`src/rtl/sr_cmd_pkg.sv`:
```
// rtl/sr_cmd_pkg.sv - shared FSM encodings and limits for the sr_latch command generator
package sr_cmd_pkg;

  typedef enum logic [1:0] {
    IDLE        = 2'd0,
    DRIVE_SET   = 2'd1,
    DRIVE_RESET = 2'd2,
    HOLDOFF     = 2'd3
  } state_t;

  localparam logic [7:0] CONFLICT_MAX = 8'hFF;

endpackage

```
`src/rtl/sr_debounce.sv`:
```
// rtl/sr_debounce.sv - two-flop synchroniser, stability debouncer and press detector
module sr_debounce #(
  parameter int DEBOUNCE_CYCLES = 4
) (
  input  logic clk,
  input  logic rst,
  input  logic din,
  output logic level,
  output logic rise
);

  localparam int CW = $clog2(DEBOUNCE_CYCLES + 1);
  localparam logic [CW-1:0] CNT_LAST = CW'(DEBOUNCE_CYCLES - 1);

  logic          r_sync1;
  logic          r_sync2;
  logic          r_level;
  logic          r_level_d1;
  logic          r_rise;
  logic [CW-1:0] r_cnt;

  // The level flips on the DEBOUNCE_CYCLES-th consecutive mismatching cycle.
  // The press strobe is registered so downstream sees a clean one-cycle pulse.
  always_ff @(posedge clk) begin
    if (rst) begin
      r_sync1    <= 1'b0;
      r_sync2    <= 1'b0;
      r_level    <= 1'b0;
      r_level_d1 <= 1'b0;
      r_rise     <= 1'b0;
      r_cnt      <= '0;
    end else begin
      r_sync1    <= din;
      r_sync2    <= r_sync1;
      r_level_d1 <= r_level;
      r_rise     <= r_level & ~r_level_d1;
      if (r_sync2 == r_level) begin
        r_cnt <= '0;
      end else if (r_cnt == CNT_LAST) begin
        r_level <= r_sync2;
        r_cnt   <= '0;
      end else begin
        r_cnt <= r_cnt + 1'b1;
      end
    end
  end

  assign level = r_level;
  assign rise  = r_rise;

endmodule

```
`src/rtl/sr_cmd_gen.sv`:
```
// rtl/sr_cmd_gen.sv - button-to-sr_latch command FSM; SR_CMD_CONFLICT_CNT_EN adds conflict_cnt
module sr_cmd_gen
  import sr_cmd_pkg::*;
#(
  parameter int DEBOUNCE_CYCLES = 4,
  parameter int PULSE_LEN       = 2,
  parameter int HOLDOFF_LEN     = 3,
  parameter int SET_PRIORITY    = 0
) (
  input  logic       clk,
  input  logic       rst,
  input  logic       set_btn,
  input  logic       reset_btn,
  output logic       s,
  output logic       r,
  output logic       en,
  output logic       busy
`ifdef SR_CMD_CONFLICT_CNT_EN
  ,
  output logic [7:0] conflict_cnt
`endif
);

  localparam int WMAX = (PULSE_LEN > HOLDOFF_LEN) ? PULSE_LEN : HOLDOFF_LEN;
  localparam int WW   = $clog2(WMAX + 1);
  localparam logic [WW-1:0] PULSE_LAST = WW'(PULSE_LEN - 1);
  localparam logic [WW-1:0] HOLD_LAST  = WW'(HOLDOFF_LEN - 1);

  logic          w_set_req;
  logic          w_reset_req;
  logic          w_set_level;
  logic          w_reset_level;
  logic          w_conflict;
  logic          w_unused;
  state_t        r_state;
  state_t        w_next;
  logic [WW-1:0] r_cnt;
  logic [WW-1:0] w_cnt_next;
  logic          r_s;
  logic          r_r;
  logic          r_en;

  sr_debounce #(.DEBOUNCE_CYCLES(DEBOUNCE_CYCLES)) u_set_db (
    .clk   (clk),
    .rst   (rst),
    .din   (set_btn),
    .level (w_set_level),
    .rise  (w_set_req)
  );

  sr_debounce #(.DEBOUNCE_CYCLES(DEBOUNCE_CYCLES)) u_reset_db (
    .clk   (clk),
    .rst   (rst),
    .din   (reset_btn),
    .level (w_reset_level),
    .rise  (w_reset_req)
  );

  // Requests outside IDLE are simply ignored; the window counter restarts on every state entry.
  always_comb begin
    w_next     = r_state;
    w_cnt_next = r_cnt + 1'b1;
    w_conflict = 1'b0;
    case (r_state)
      IDLE: begin
        w_cnt_next = '0;
        if (w_set_req && w_reset_req) begin
          w_conflict = 1'b1;
          if (SET_PRIORITY != 0) w_next = DRIVE_SET;
        end else if (w_set_req) begin
          w_next = DRIVE_SET;
        end else if (w_reset_req) begin
          w_next = DRIVE_RESET;
        end
      end
      DRIVE_SET, DRIVE_RESET: begin
        if (r_cnt == PULSE_LAST) begin
          w_next     = HOLDOFF;
          w_cnt_next = '0;
        end
      end
      HOLDOFF: begin
        if (r_cnt == HOLD_LAST) begin
          w_next     = IDLE;
          w_cnt_next = '0;
        end
      end
      default: begin
        w_next     = IDLE;
        w_cnt_next = '0;
      end
    endcase
  end

  // Drive outputs are decoded from the next state so they align with r_state.
  always_ff @(posedge clk) begin
    if (rst) begin
      r_state <= IDLE;
      r_cnt   <= '0;
      r_s     <= 1'b0;
      r_r     <= 1'b0;
      r_en    <= 1'b0;
    end else begin
      r_state <= w_next;
      r_cnt   <= w_cnt_next;
      r_s     <= (w_next == DRIVE_SET);
      r_r     <= (w_next == DRIVE_RESET);
      r_en    <= (w_next == DRIVE_SET) || (w_next == DRIVE_RESET);
    end
  end

  assign s    = r_s;
  assign r    = r_r;
  assign en   = r_en;
  assign busy = (r_state != IDLE);

`ifdef SR_CMD_CONFLICT_CNT_EN
  logic [7:0] r_conflict_cnt;

  always_ff @(posedge clk) begin
    if (rst) begin
      r_conflict_cnt <= 8'd0;
    end else if (w_conflict && (r_conflict_cnt != CONFLICT_MAX)) begin
      r_conflict_cnt <= r_conflict_cnt + 8'd1;
    end
  end

  assign conflict_cnt = r_conflict_cnt;
  assign w_unused     = w_set_level ^ w_reset_level;
`else
  assign w_unused     = w_set_level ^ w_reset_level ^ w_conflict;
`endif

endmodule

```
`config.mk`:
```
export PLATFORM = sky130hd
export DESIGN_NAME = sr_cmd_gen
export DESIGN_NICKNAME = d
export VERILOG_FILES = /design/src/rtl/sr_cmd_pkg.sv /design/src/rtl/sr_debounce.sv /design/src/rtl/sr_cmd_gen.sv
export SDC_FILE = /design/constraint.sdc
export NUM_CORES = 1
export LEC_CHECK = 0
export BUFFER_PORTS_ARGS = -buffer_cell sky130_fd_sc_hd__clkbuf_2
export CAP_MARGIN = 10
export CORE_MARGIN = 2
export CORE_UTILIZATION = 35
export CTS_CLUSTER_SIZE = 16
export DETAILED_ROUTE_END_ITERATION = 6
export PLACE_DENSITY = 0.53
export SLEW_MARGIN = 5
export SYNTH_ARGS = -nofsm -noshare
export SYNTH_HDL_FRONTEND = slang
export SYNTH_SLANG_ARGS = --single-unit
```
`constraint.sdc`:
```
create_clock -name clk -period 2.2 [get_ports clk]
set_clock_uncertainty 0.05 [all_clocks]
set_input_delay 0.33 -clock clk [delete_from_list [all_inputs] [get_ports clk]]
set_output_delay 0.33 -clock clk [all_outputs]
set_load 0.1 [all_outputs]
```
==> impl_metrics.env, run 1 <==
export IMPL_status="finished, final reports clean"
export IMPL_syn_avg_cell_area_um2=10.0
export IMPL_nets=116
export IMPL_yosysMostFrequentCell="dfxtp_1"
export IMPL_post_drt_wl_per_cell_um=9.35
export IMPL_gr_total_overflow=0
export IMPL_timing_fmax_ghz=0.519
export IMPL_yosysSeqAreaShare=0.495
export IMPL_detail_route_vias_per_cell=4.62
export IMPL_wl_mm=1.24
export IMPL_ys_async_sr_fraction=0
export IMPL_synth_top_area_cell="dfxtp_1"
export IMPL_antenna_left=0
export IMPL_critPathMaxFanout=6
export IMPL_ctsResizeCount=0
export IMPL_root_buffer="clkbuf_4"
export IMPL_htreeDepth=1
export IMPL_drc=0
export IMPL_synth_area_um2=931
export IMPL_fin_crit_sh=0.876
export IMPL_yosysWarnings=0
export IMPL_place_area_um2=1000
export IMPL_synth_net_count=105
export IMPL_die_h_um=55.6
export IMPL_synth_top_area_share=0.495
export IMPL_crit_arrival_ns=2.13
export IMPL_slew_headroom=0.642
export IMPL_path_class="flop to flop"
export IMPL_fin_tns_setup_ns=0
export IMPL_row_count=18
export IMPL_clk_latency_ns=0.31
export IMPL_start_kind="flop"
export IMPL_p_per_area_nw_per_um2=1380
export IMPL_worst_hold_slack_ns=0.165
export IMPL_critPathSlowestCell="dfxtp_2"
export IMPL_hold_class="input port to flop"
export IMPL_power_leakage_uw=0.000430
export IMPL_drtIter0Drc=7
export IMPL_rsz0062_at_grt="no"
export IMPL_hold_viol_final=0
export IMPL_grt_pass1_wl_mm=2.31
export IMPL_dp_hpwl_um=924
export IMPL_grt_pass1_vias=594
export IMPL_cts_setup_buffers=0
export IMPL_ir_drop_mv=0.805
export IMPL_drive_gt1_frac=0.175
export IMPL_fin_crit_ns=1.93
export IMPL_place_gp_congestion=0.690
export IMPL_ys_types=26
export IMPL_num_vias=614
export IMPL_synthTopCellsByArea="dfxtp_1, ha_1, nor2b_1, nor2_1, inv_1"
export IMPL_path_cells="inv_1, ha_1, a21oi_1, a21bo_2, o22ai_1, ha_1, nor2_1"
export IMPL_holdBufCountCts=0
export IMPL_crit_path_frequent_cell="ha_1"
export IMPL_design_portCount=8
export IMPL_synth_edff_count=0
export IMPL_grt_use_total=0.0932
export IMPL_cp_required_ns=2.41
export IMPL_dieArea_um2=3090
export IMPL_maxCapViolCount=0
export IMPL_slew_violations=0
export IMPL_postLayoutCellArea_um2=1030
export IMPL_ctsLongestPathBuffers=2
export IMPL_worst_pin_slew_ns=0.539
export IMPL_drt_pass1_iterations=2
export IMPL_clkSinkCount=23
export IMPL_diodes=0
export IMPL_syn_inst=93
export IMPL_cts_tree="built"
export IMPL_ys_top_cells_by_count="dfxtp_1, nor2_1, inv_1, nor2b_1, ha_1"
export IMPL_utilization=0.414
export IMPL_crit_path_max_incr_delay_ns=0.44
export IMPL_grt_max_degree=18
export IMPL_clkTransAtPathRegs_ns=0.13
export IMPL_initial_utilization=0.372
export IMPL_setup_violations=0
export IMPL_syn_to_final_growth_pct=11.2
export IMPL_dominantRegCellSynth="dfxtp_1"
export IMPL_die_x_um=55.6
export IMPL_core_um2=2500
export IMPL_cts_buffers=3
export IMPL_n_fill_cell=252
export IMPL_cp_end_kind="flop"
export IMPL_ys_ff_latch=23
export IMPL_io_buffers=7
export IMPL_antenna_found_initial=0
==> cell families after synthesis <==
family	count (synthesis)	synth area share
fa+ha+maj	9	0.118
xor+xnor	2	0.0188
mux	2	0.0215
flops	23	0.495
simple gates	34	0.192
compound gates	11	0.105
buf+inv	12	0.0497
==> sequential cells by signal (all words and copies together), names as in the netlist, 2 cells and up <==
name and count:
r_cnt 2, u_reset_db.r_cnt 3, u_set_db.r_cnt 3, r_state 2
==> critical path: cells and delay by family (launching register included) <==
| kind | cells | cell delay (ns) |
|---|---|---|
| and+or+nand+nor | 1 | 0.10 |
| buffers and inverters | 1 | 0.09 |
| AOI/OAI and AO/OA | 3 | 0.60 |
| adders and majority gates | 2 | 0.61 |
| DFF | 1 | 0.44 |
==> cell usage in the layout (no fill, tap or decap) <==
cell type / count
inv_1: 10
mux2i_1: 2
dfxtp_1: 21
o22ai_1: 1
nor4b_1: 1
xnor2_1: 2
clkbuf_2: 7
nand2b_1: 1
a21bo_2: 1
o32ai_1: 1
or3_1: 2
nand2_1: 6
o21ai_0: 1
clkinvlp_4: 1
nor2b_4: 1
a221oi_4: 1
or2_4: 1
a21boi_0: 1
maj3_1: 1
ha_1: 8
dfxtp_2: 2
clkbuf_4: 3
a21oi_1: 3
nor2b_1: 9
buf_4: 1
a211oi_1: 1
nor2_1: 12
nor3_1: 1
o221a_1: 1
==> final cells by class <==
cell class	count	area (um^2)	share of cell area
multi-input combinational	58	424	0.410
tap	30	37.5	0.0363
timing repair buffer	8	42.5	0.0411
clock buffer	3	22.5	0.0218
sequential	23	463	0.447
inverter	10	37.5	0.0363
clock inverter	1	7.51	0.00726
==> through the flow <==
stage	setup WS, ns	cells	total power (uW)
final	0.272	133	1420
after global routing	0.0799	133	1540
after CTS	0.145	133	1440
after detailed placement	0.181	129	1230
after global placement	0.210	129	1230
after floorplan	0.347	93	1110
==> metal layers <==
metal,vias to the layer above,share of wire,global-route usage
met2,8,0.46,0.162
met4,0,0,0.0418
met1,284,0.50,0.108
met5,-,0,0
li1,322,-,-
met3,0,0.043,0.0233
==> final timing paths <==
check	from	end	slack [ns]	cells after the start
setup reg to reg	r_state[1]	en	0.27	7
hold reg to reg	u_set_db.r_level_d1	u_set_db.rise	0.34	1
setup / recovery	r_state[1]	en	0.27	7
hold / removal	reset_btn	u_reset_db.r_sync1	0.16	2
==> power by group <==
group	switching (uW)	total (uW)	leakage, uW	internal, uW
Clock	131	200	0.0000139	69.2
Combinational	491	709	0.000228	218
Sequential	45.8	516	0.000188	470
Power figures use the tool's default switching activity.
==> inputs of run 2 (changes only) <==
Settings changed: PLACE_DENSITY 0.53 to 0.61, RECOVER_POWER set to 100.
==> run 2 against run 1 <==
Net effect: non-clock buffer count unchanged; maximum frequency is 4.4% lower; cell count unchanged; register-to-register slack lost 0.09 ns; global-route usage is essentially flat; final area down 0.97%; critical endpoint unchanged; largest cell class unchanged.
==> impl_metrics.env, run 2 (synthesis gave the netlist of run 1 again) <==
export IMPL_initial_utilization=0.372
export IMPL_crit_end="en"
export IMPL_setup_violations=0
export IMPL_clkSinkCount=23
export IMPL_slew_headroom=0.230
export IMPL_crit_arrival_ns=2.21
export IMPL_gr_total_overflow=0
export IMPL_power_leakage_uw=0.000420
export IMPL_dp_hpwl_um=944
export IMPL_multi_input_area_um2=424
export IMPL_die_h_um=55.6
export IMPL_core_um2=2500
export IMPL_num_vias=610
export IMPL_hold_class="input port to flop"
export IMPL_ir_drop_mv=0.797
export IMPL_grt_use_total=0.0935
export IMPL_syn_to_final_growth_pct=10.1
export IMPL_drt_pass1_iterations=4
export IMPL_cp_required_ns=2.39
export IMPL_ctsResizeCount=0
export IMPL_slew_violations=0
export IMPL_fin_crit_sh=0.917
export IMPL_worst_pin_slew_ns=1.16
export IMPL_utilization=0.410
export IMPL_place_gp_congestion=0.722
export IMPL_detail_route_vias_per_cell=4.59
export IMPL_root_buffer="clkbuf_4"
export IMPL_top_regs="u_reset_db.r_cnt: 3 flops, u_set_db.r_cnt: 3 flops"
export IMPL_ctsLongestPathBuffers=2
export IMPL_fin_crit_ns=2.02
export IMPL_timing_fmax_ghz=0.496
export IMPL_antenna_found_initial=0
export IMPL_grt_pass1_vias=612
export IMPL_reg2reg_to="en"
export IMPL_critPathLaunch="r_state[1]"
export IMPL_whs_path_depth=2
export IMPL_rsz0062_at_grt="no"
export IMPL_clk_latency_ns=0.30
export IMPL_hold_viol_final=0
export IMPL_fin_tns_setup_ns=0
export IMPL_layout_common_cells="dfxtp_1, nor2_1, inv_1"
export IMPL_die_x_um=55.6
export IMPL_grt_max_degree=18
export IMPL_seqCellArea_um2=460
export IMPL_grt_pass1_wl_mm=2.28
export IMPL_drc=0
export IMPL_antenna_left=0
export IMPL_drive_gt1_frac=0.117
export IMPL_design_portCount=8
export IMPL_cts_buffers=3
export IMPL_ff2ff_path_depth=7
export IMPL_path_class="flop to flop"
export IMPL_maxCapViolCount=0
export IMPL_diodes=0
export IMPL_status="finished, final reports clean"
export IMPL_post_drt_wl_per_cell_um=9.58
export IMPL_cts_tree="built"
export IMPL_final_common_cell="dfxtp_1"
export IMPL_holdBufCountCts=0
export IMPL_htreeDepth=1
export IMPL_start_kind="flop"
export IMPL_cp_end_kind="flop"
export IMPL_dieArea_um2=3090
export IMPL_nets=116
export IMPL_n_fill_cell=268
export IMPL_critPathMaxFanout=6
export IMPL_regToRegSetupSlack_ns=0.18
export IMPL_wl_mm=1.27
export IMPL_cts_setup_buffers=0
export IMPL_drtIter0Drc=9
export IMPL_io_buffers=7
export IMPL_rr_startpoint="r_state[1]"
export IMPL_p_per_area_nw_per_um2=1370
export IMPL_row_count=18
export IMPL_clkTransAtPathRegs_ns=0.12
==> run 2: per-stage QoR <==
step / std cells / cell area [um^2] / hold slack (ns) / setup slack (ns) / power (uW)
finish: 133 / 1020 / 0.171 / 0.183 / 1400
floorplan: 93 / 931 / 0.317 / 0.347 / 1110
global route: 133 / 1020 / 0.163 / 0.0557 / 1500
detailed placement: 129 / 1000 / 0.324 / 0.221 / 1230
CTS: 133 / 1030 / 0.160 / 0.188 / 1430
global placement: 129 / 1000 / 0.323 / 0.264 / 1220
==> run 2: how the worst min path moves through the flow <==
stage / start / end / slack, ns
final: reset_btn / u_reset_db.r_sync1 / 0.17
after global routing: reset_btn / u_reset_db.r_sync1 / 0.16
after CTS: reset_btn / u_reset_db.r_sync1 / 0.16
after detailed placement: u_set_db.r_level_d1 / u_set_db.rise / 0.32
after global placement: u_set_db.r_level_d1 / u_set_db.rise / 0.32
after floorplan: u_reset_db.r_level_d1 / u_reset_db.rise / 0.32
==> run 2: area by class of cell <==
class,instances,area share
sequential,23,0.449
multi-input combinational,58,0.414
timing repair buffer,8,0.0366
inverter,10,0.0366
tap,30,0.0366
clock buffer,3,0.0220
clock inverter,1,0.00488
==> run 2: per-layer routing <==
metal  wire, um  global-route usage  up-vias
li1           -                   -      322
met1        585              0.0882      279
met3         59              0.0442        0
met4          0              0.0314        0
met5          0                   0        -
met2        629               0.175        9
==> run 2: critical path, cell delays in order, from the launching register on <==
cell and delay, ns:
dfxtp_1 0.49, inv_1 0.11, ha_1 0.34, a21oi_1 0.14
a21bo_2 0.24, o22ai_1 0.23, ha_1 0.27, nor2_1 0.09
==> run 2: report_power, final <==
group	internal [uW]	switching, uW	total (uW)	leakage [uW]
Combinational	211	487	699	0.000215
Clock	67.8	122	190	0.0000177
Sequential	466	44.4	511	0.000187
==> inputs of run 3 (changes only) <==
Settings changed: CELL_PAD_IN_SITES_DETAIL_PLACEMENT set to 0, CELL_PAD_IN_SITES_GLOBAL_PLACEMENT set to 1, PLACE_DENSITY 0.61 to 0.71, TNS_END_PERCENT set to 10.
==> run 3 against run 2 <==
Net effect: worst setup slack got worse by 0.035 ns; final area decreased by 0.24%; global-route usage decreased by 0.17 points; count of clock-buffer cells in the layout unchanged; maximum frequency decreased by 1.7%; wire length decreased by 2.7%; highest routed layer is now met4.
==> impl_metrics.env, run 3 (synthesis gave the netlist of run 1 again) <==
export IMPL_status="finished, final reports clean"
export IMPL_clkTransAtPathRegs_ns=0.12
export IMPL_root_buffer="clkbuf_4"
export IMPL_internal_power_uw=729
export IMPL_fin_crit_sh=0.933
export IMPL_hold_class="input port to flop"
export IMPL_hold_viol_final=0
export IMPL_cp_top_family="adder cells"
export IMPL_final_common_cell="dfxtp_1"
export IMPL_timing_fmax_ghz=0.487
export IMPL_nets=116
export IMPL_drive_gt1_frac=0.107
export IMPL_holdPathEnd="u_reset_db.r_sync1"
export IMPL_top_regs="u_reset_db.r_cnt: 3 flops, u_set_db.r_cnt: 3 flops"
export IMPL_slew_headroom=0.224
export IMPL_ir_drop_mv=1.02
export IMPL_ff2ff_path_depth=7
export IMPL_ctsLongestPathBuffers=2
export IMPL_sequentialPowerShare=0.373
export IMPL_wl_mm=1.24
export IMPL_holdBufCountCts=0
export IMPL_cp_end_kind="flop"
export IMPL_switchingPower_uw=645
export IMPL_power_frac_comb=0.493
export IMPL_n_fill_cell=252
export IMPL_worstHoldStart="reset_btn"
export IMPL_slew_violations=0
export IMPL_regToRegSetupSlack_ns=0.15
export IMPL_reg2reg_to="en"
export IMPL_die_h_um=55.6
export IMPL_rr_startpoint="r_state[0]"
export IMPL_detail_route_vias_per_cell=4.36
export IMPL_crit_arrival_ns=2.17
export IMPL_critPathMaxFanout=7
export IMPL_grt_max_degree=18
export IMPL_critPathSlowestCell="dfxtp_1"
export IMPL_start_kind="flop"
export IMPL_drt_pass1_iterations=4
export IMPL_worst_pin_slew_ns=1.17
export IMPL_place_gp_congestion=0.799
export IMPL_grt_pass1_wl_mm=2.28
export IMPL_dp_hpwl_um=960
export IMPL_clk_latency_ns=0.30
export IMPL_drc=0
export IMPL_pwr_share_clk=0.134
export IMPL_core_um2=2500
export IMPL_initial_utilization=0.372
export IMPL_dieArea_um2=3090
export IMPL_setup_violations=0
export IMPL_grt_pass1_vias=582
export IMPL_row_count=18
export IMPL_gr_total_overflow=0
export IMPL_rsz0062_at_grt="no"
export IMPL_power_leakage_uw=0.000418
export IMPL_cts_buffers=3
export IMPL_drtIter0Drc=7
export IMPL_clkSinkCount=23
export IMPL_antenna_left=0
export IMPL_fin_crit_ns=2.05
export IMPL_ctsResizeCount=0
export IMPL_cts_tree="built"
export IMPL_antenna_found_initial=0
export IMPL_maxCapViolCount=0
export IMPL_fin_tns_setup_ns=0
export IMPL_design_portCount=8
export IMPL_cp_required_ns=2.32
export IMPL_diodes=0
export IMPL_crit_path_frequent_cell="ha_1"
export IMPL_layout_common_cells="dfxtp_1, nor2_1, inv_1"
export IMPL_syn_to_final_growth_pct=9.81
export IMPL_path_class="flop to flop"
export IMPL_post_drt_wl_per_cell_um=9.32
export IMPL_path_cells="inv_1, ha_1, or2_0, a221oi_4, a21oi_1, ha_1, nor2_1"
export IMPL_cp_num_buf_inv=1
export IMPL_utilization=0.409
export IMPL_p_per_area_nw_per_um2=1340
export IMPL_htreeDepth=1
export IMPL_die_x_um=55.6
export IMPL_grt_use_total=0.0918
export IMPL_whs_path_depth=2
export IMPL_swShare=0.469
export IMPL_num_vias=580
export IMPL_cts_setup_buffers=0
export IMPL_io_buffers=7
export IMPL_crit_path_max_incr_delay_ns=0.48
[run 3: cell counts in the layout (fill, tap and decap cells not counted)]
No cell type changed its count.
[run 3: metrics by stage]
stage / power, uW / hold slack (ns) / worst slack (ns) / std cells / instance area (um^2)
finish: 1370 / 0.179 / 0.147 / 133 / 1020
detailed placement: 1230 / 0.330 / 0.201 / 129 / 1000
floorplan: 1110 / 0.317 / 0.347 / 93 / 931
global placement: 1220 / 0.323 / 0.230 / 129 / 1000
CTS: 1410 / 0.168 / 0.173 / 133 / 1030
global route: 1470 / 0.161 / 0.0335 / 133 / 1020
[run 3: power by group through the flow]
stage               sequential, uW  clock, uW  combinational (uW)
detailed placement             522          0                 706
global route                   519        207                 741
finish                         512        184                 678
global placement               521          0                 702
floorplan                      678          0                 436
CTS                            513        193                 709
[run 3: area by class of cell]
type                            instances  area, um^2  share of cell area
Sequential cell                        23         460               0.450
Multi-Input combinational cell         58         422               0.412
Timing Repair Buffer                    8        37.5              0.0367
Inverter                               10        37.5              0.0367
Tap cell                               30        37.5              0.0367
Clock buffer                            3        22.5              0.0220
Clock inverter                          1        5.00             0.00490
[run 3: worst max-delay path by stage]
stage                     startpoint  end  slack (ns)  cells after the start
final                     r_state[0]   en        0.15                      7
after global routing      r_state[0]   en        0.03                      7
after CTS                 r_state[1]   en        0.17                      7
after detailed placement  r_state[1]   en        0.20                      7
after global placement    r_state[0]   en        0.23                      7
after floorplan           r_state[1]   en        0.35                      7
[run 3: layer usage]
layer | wire (um) | GRT usage | vias to the layer above
li1 | - | - | 322
met1 | 621 | 0.105 | 250
met2 | 575 | 0.156 | 6
met3 | 31 | 0.0140 | 2
met4 | 12 | 0.0627 | 0
met5 | 0 | 0 | -
